[config.mk]
export PLATFORM = sky130hd
export DESIGN_NAME = sr04_echo_emulator
export DESIGN_NICKNAME = d
export VERILOG_FILES = /design/src/rtl/sr04_echo_emulator.sv
export SDC_FILE = /design/constraint.sdc
export NUM_CORES = 1
export LEC_CHECK = 0
export ABC_AREA = 1
export BUFFER_PORTS_ARGS = -buffer_cell sky130_fd_sc_hd__buf_2
export CORE_UTILIZATION = 30
export DETAILED_ROUTE_END_ITERATION = 12
export PLACE_DENSITY = 0.55
export SYNTH_ARGS = -nofsm -noshare
export SYNTH_HDL_FRONTEND = slang
export SYNTH_SLANG_ARGS = --single-unit
[constraint.sdc]
create_clock -name clk -period 15.2 [get_ports clk]
set_clock_uncertainty 0.2 [all_clocks]
set_input_delay 3.04 -clock clk [delete_from_list [all_inputs] [get_ports clk]]
set_output_delay 3.04 -clock clk [all_outputs]
set_load 0.005 [all_outputs]
[src/rtl/sr04_echo_emulator.sv]
// HC-SR04 responder model: answers a trig pulse with an echo pulse whose width
// encodes dist_cm. All timing runs off a 1-tick prescaler that restarts on
// every state entry, so intervals are exact multiples of CLK_HZ/TICK_HZ.
// Optional feature macro: SR04_EMU_JITTER_EN adds -4..+3 us LFSR jitter to the
// echo width (clamped to >= 1 us).
module sr04_echo_emulator #(
    parameter int unsigned CLK_HZ        = 100_000_000,
    parameter int unsigned TICK_HZ       = 1_000_000,
    parameter int unsigned TRIG_MIN_US   = 10,
    parameter int unsigned ECHO_DELAY_US = 250,
    parameter int unsigned US_PER_CM     = 58,
    parameter int unsigned MAX_CM        = 400,
    parameter int unsigned TIMEOUT_US    = 38000,
    parameter int unsigned HOLDOFF_US    = 60000
) (
    input  logic       clk,
    input  logic       rst,
    input  logic       trig,
    input  logic [9:0] dist_cm,
    output logic       echo,
    output logic       busy,
    output logic       trig_err
);

    localparam int unsigned DIV = CLK_HZ / TICK_HZ;
    localparam int unsigned PW  = (DIV > 1) ? $clog2(DIV) : 1;

    localparam logic [16:0] TrigMin   = 17'(TRIG_MIN_US);
    localparam logic [16:0] EchoDelay = 17'(ECHO_DELAY_US);
    localparam logic [16:0] UsPerCm   = 17'(US_PER_CM);
    localparam logic [16:0] Timeout   = 17'(TIMEOUT_US);
    localparam logic [16:0] Holdoff   = 17'(HOLDOFF_US);
    localparam logic [9:0]  MaxCm     = 10'(MAX_CM);

    typedef enum logic [2:0] {
        StIdle,
        StTrig,
        StBurst,
        StEcho,
        StHoldoff
    } state_t;

    state_t      state_q, state_d;
    logic        trig_s1, trig_s2, trig_s3;
    logic        trig_rise, trig_fall;
    logic [PW-1:0] presc_q;
    logic        tick, presc_clr;
    logic [16:0] us_cnt_q, us_cnt_d, us_inc, us_tick;
    logic [9:0]  cm_q, cm_d;
    logic        err_q, err_d;
    logic [16:0] w_base, w;

    // Two-flop synchronizer plus one delay stage for edge detection.
    always_ff @(posedge clk or negedge rst) begin
        if (!rst) begin
            trig_s1 <= 1'b0;
            trig_s2 <= 1'b0;
            trig_s3 <= 1'b0;
        end else begin
            trig_s1 <= trig;
            trig_s2 <= trig_s1;
            trig_s3 <= trig_s2;
        end
    end

    assign trig_rise = trig_s2 & ~trig_s3;
    assign trig_fall = ~trig_s2 & trig_s3;

    assign tick = (presc_q == PW'(DIV - 1));

    // Prescaler: wraps every DIV clocks, restarts when entering a timed state.
    always_ff @(posedge clk or negedge rst) begin
        if (!rst) begin
            presc_q <= '0;
        end else if (presc_clr || tick) begin
            presc_q <= '0;
        end else begin
            presc_q <= presc_q + 1'b1;
        end
    end

    // Saturating microsecond count including a tick landing in this cycle.
    assign us_inc  = (us_cnt_q == '1) ? us_cnt_q : us_cnt_q + 17'd1;
    assign us_tick = tick ? us_inc : us_cnt_q;

    assign w_base = (cm_q != 10'd0 && cm_q <= MaxCm) ? (17'(cm_q) * UsPerCm) : Timeout;

`ifdef SR04_EMU_JITTER_EN
    logic [7:0]  lfsr_q;
    logic [17:0] w_sum;

    // LFSR x^8+x^6+x^5+x^4+1 steps once per accepted trig.
    always_ff @(posedge clk or negedge rst) begin
        if (!rst) begin
            lfsr_q <= 8'hA5;
        end else if (state_q == StTrig && state_d == StBurst) begin
            lfsr_q <= {lfsr_q[6:0], lfsr_q[7] ^ lfsr_q[5] ^ lfsr_q[4] ^ lfsr_q[3]};
        end
    end

    // Jittered width: base + lfsr[2:0] - 4, never below 1 us.
    always_comb begin
        w_sum = {1'b0, w_base} + 18'(lfsr_q[2:0]);
        if (w_sum <= 18'd4) begin
            w = 17'd1;
        end else begin
            w = 17'(w_sum - 18'd4);
        end
    end
`else
    assign w = w_base;
`endif

    // Next-state logic; any state change restarts the us counter.
    always_comb begin
        state_d   = state_q;
        us_cnt_d  = us_tick;
        cm_d      = cm_q;
        err_d     = 1'b0;
        presc_clr = 1'b0;
        unique case (state_q)
            StIdle: begin
                us_cnt_d = '0;
                if (trig_rise) begin
                    state_d = StTrig;
                end
            end
            StTrig: begin
                if (trig_fall) begin
                    if (us_tick >= TrigMin) begin
                        cm_d    = dist_cm;
                        state_d = StBurst;
                    end else begin
                        err_d   = 1'b1;
                        state_d = StIdle;
                    end
                end
            end
            StBurst: begin
                if (tick && us_inc >= EchoDelay) begin
                    state_d = StEcho;
                end
            end
            StEcho: begin
                if (tick && us_inc >= w) begin
                    state_d = StHoldoff;
                end
            end
            StHoldoff: begin
                if (tick && us_inc >= Holdoff) begin
                    state_d = StIdle;
                end
            end
            default: begin
                state_d = StIdle;
            end
        endcase
        if (state_d != state_q) begin
            us_cnt_d  = '0;
            presc_clr = (state_d != StIdle);
        end
    end

    // State, counter, latched distance and error pulse registers.
    always_ff @(posedge clk or negedge rst) begin
        if (!rst) begin
            state_q  <= StIdle;
            us_cnt_q <= '0;
            cm_q     <= '0;
            err_q    <= 1'b0;
        end else begin
            state_q  <= state_d;
            us_cnt_q <= us_cnt_d;
            cm_q     <= cm_d;
            err_q    <= err_d;
        end
    end

    assign echo     = (state_q == StEcho);
    assign busy     = (state_q != StIdle);
    assign trig_err = err_q;

endmodule

==> results.tsv <==
stage	metric	value	unit
outcome	status	finished, final reports clean	
global_route	grt_usage	13.8	%
cts	clockRootBuffer	clkbuf_16	
die	num_io_pins	16	
detailed_routing	wl_per_cell	11.9	um
sta	fin_setup_tns	0	ns
worst_setup_path	cp_top_family	adder cells	
yosys	async_flop_share	100	%
sta	slew_headroom	33.0	%
worst_setup_path	critical_path_buf_inv_count	5	
yosys	synth_top_cell_by_area	dfrtp_1	
worst_setup_path	required	15.21	ns
global_route	first_global_vias	3478	
die	die_area	14600	um^2
cts	cts_buffer_depth	2	
finish	final_area	4640	um^2
yosys	yosys-top-cells-area	dfrtp_1 24%, ha_1 17%, nand2_1 12%, inv_1 8.8%, fa_1 7.1%	
worst_setup_path	endpoint_kind	register	
yosys	synth-main-ff-cell	dfrtp_1	
yosys	yosysWarningCount	0	
global_route	grt_start_max_net_pins	42	
die	die-height	121	um
power	cellLeakagePower	2.51	nW
yosys	ys_ff_latch	41	
detailed_routing	drt_iter0_drc	201	
placed_design	dpl_cell_area	4490	um^2
die	die_x	121	um
placed_design	port_buffers	15	
sta	finalHoldViolations	0	
placed_design	hpwlAfterDp	7.34	mm
sta	drv_slew	0	
worst_setup_path	path_max_fanout	16	
detailed_routing	drtPass1Iterations	4	
sta	fin_crit	5.76	ns
finish	antennaDiodeCount	0	
finish	fin_nets	690	
cts	clock_latency	0.29	ns
detailed_routing	drc_errors	0	
worst_setup_path	r2r_cells	33	
sta	fin_crit_sh	37.9	%
sta	setup_viol	0	
worst_hold_path	hold_path_end	trig_s2	
die	initial_core_util	30.7	%
global_route	grt_pass1_wl	16.0	mm
detailed_routing	final_antenna_net_count	0	
worst_setup_path	start_kind	register	
yosys	synth_top_area_share	24.2	%
worst_setup_path	regToRegEndpoint	us_cnt_q[1]	
global_route	grt-ovfl-total	0	
cts	cts_tree	yes	
global_route	antenna_found_initial	0	
worst_setup_path	reg2reg_slack	9.44	ns
job	cap_violations	0	
placed_design	place.gp.congestion	0.821	
worst_setup_path	crit_top_cell	nand2_1	
sta	max_clock_freq	174	MHz
cts	htreeDepth	2	
cts	cts_buffers	5	
yosys	synth_edf_count	0	
die	core	13800	um^2
sta	tightest_slew	1.00	ns
power	vdd_ir_drop_max	0.0000422	V
cts	hold_buffers	0	
worst_setup_path	r2r_start	cm_q[1]	
cts	cts.sinks	41	
power	power_density	80.4	nW/um^2
finish	filler_cell_count	1489	
yosys	ys_top_cells_by_count	140 x nand2_1, 99 x inv_1, 65 x nor2_1	
detailed_routing	viasPerCell	4.60	
yosys	netlist_area	4250	um^2
yosys	ys_types	35	
worst_hold_path	hold_depth	0	
cts	cts_resized	0	
detailed_routing	vias	3618	
finish	drive_gt1_share	10.2	%
cts	path_clk_slew	0.07	ns
finish	area_delta_synth_final	9.31	%
worst_hold_path	min_from	trig_s1	
worst_setup_path	arrival	5.77	ns
yosys	avgSynthCellArea	7.18	um^2
yosys	synth_most_common_cell	nand2_1	
sta	rsz0062_at_grt	no	
cts	cts_setup_buffers	0	
yosys	synth_fp_nets	676	
die	rows	43	
yosys	syn_inst	591	
detailed_routing	routed_wl	9.38	mm
worst_setup_path	path_class	register to register	
worst_setup_path	max_stage_delay	0.55	ns
worst_hold_path	hold_class	register to register	
worst_setup_path	cp_slowest_cell	fa_1	
yosys	ys_seq_area_share	24.2	%
report_power, final:
part           switching (W)  leakage (nW)  total, W  internal (W)
clock network      0.0000509        0.0704  0.000113     0.0000619
registers         0.00000693         0.535  0.000124      0.000117
logic              0.0000815          1.90  0.000136     0.0000550
through the flow:
step                      hold WS (ns)  total power, W  util, %  instances  setup WS (ns)
after floorplan                  0.131        0.000234        -        591          10.02
after global placement           0.146        0.000260     32.5        778           9.66
after detailed placement         0.138        0.000263     32.5        778           9.48
after CTS                        0.163        0.000379     33.6        786           9.44
after global routing             0.166        0.000406     33.6        786           8.93
final                            0.161        0.000373     33.6        786           9.44
registers in the layout, summed over array words and instances (netlist names):
register / flops
trig_err: 1
presc_q: 7
us_cnt_q: 17
trig_s2: 1
cm_q: 10
trig_s1: 1
state_q: 3
trig_s3: 1
kinds of logic (layout without fill, tap and decap cells):
logic type	count (synthesis)	in the layout	synth area share, %
flops	41	41	24.2
compound gates	64	64	8.13
fa+ha+maj	72	72	23.9
simple gates	293	293	31.2
xor+xnor	11	11	2.27
buf+inv	110	125	10.4
worst max-delay path by stage:
| stage | start | to | cells after the start |
|---|---|---|---|
| after detailed placement | cm_q[1] | us_cnt_q[1] | 33 |
| after CTS | cm_q[1] | us_cnt_q[1] | 33 |
| final | cm_q[1] | us_cnt_q[1] | 33 |
| after global placement | cm_q[1] | presc_q[0] | 36 |
| after floorplan | cm_q[1] | us_cnt_q[6] | 35 |
| after global routing | cm_q[1] | us_cnt_q[9] | 33 |
worst register-to-register path, delay by kind of cell (launching register included):
kind | cells | cell delay (ns)
and+or+nand+nor | 18 | 1.91
buffers and inverters | 5 | 0.36
AOI/OAI and AO/OA | 5 | 0.84
adders and majority gates | 5 | 1.94
DFF | 1 | 0.41
metal layers:
| layer | share of wire, % | wire, um | up-vias | global-route usage [%] |
|---|---|---|---|---|
| li1 | - | - | 1894 | - |
| met1 | 49 | 4630 | 1675 | 18.0 |
| met2 | 46 | 4350 | 42 | 23.3 |
| met3 | 3.2 | 302 | 7 | 2.26 |
| met4 | 1.0 | 97 | 0 | 4.17 |
| met5 | 0 | 0 | - | 0 |
area by class of cell:
class | instances | area (um^2) | area share, %
clock buffers | 5 | 125 | 2.70
multi-input cells | 440 | 2780 | 59.9
flip-flops and latches | 41 | 1030 | 22.1
clock inverters | 3 | 25.0 | 0.539
well taps | 180 | 225 | 4.85
repair buffers | 16 | 82.6 | 1.78
inverters | 101 | 379 | 8.17
placed cells by master, fill, tap and decap left out, types with 3 or more instances in the layout:
master	netlist	final
ha_1	57	57
or2_2	7	7
inv_1	99	99
nor2_2	15	15
o21ai_2	3	3
nor3_1	5	5
clkbuf_16	0	5
xor2_1	9	9
nor2_1	65	65
dfrtp_1	41	41
buf_2	5	15
a21oi_1	37	37
nand2_2	5	5
nand3_1	31	31
fa_1	15	15
nand3b_1	3	3
o21ai_0	17	17
nand2_1	140	140
nand4_1	13	13
No activity file was read; power rests on OpenSTA's default activity.
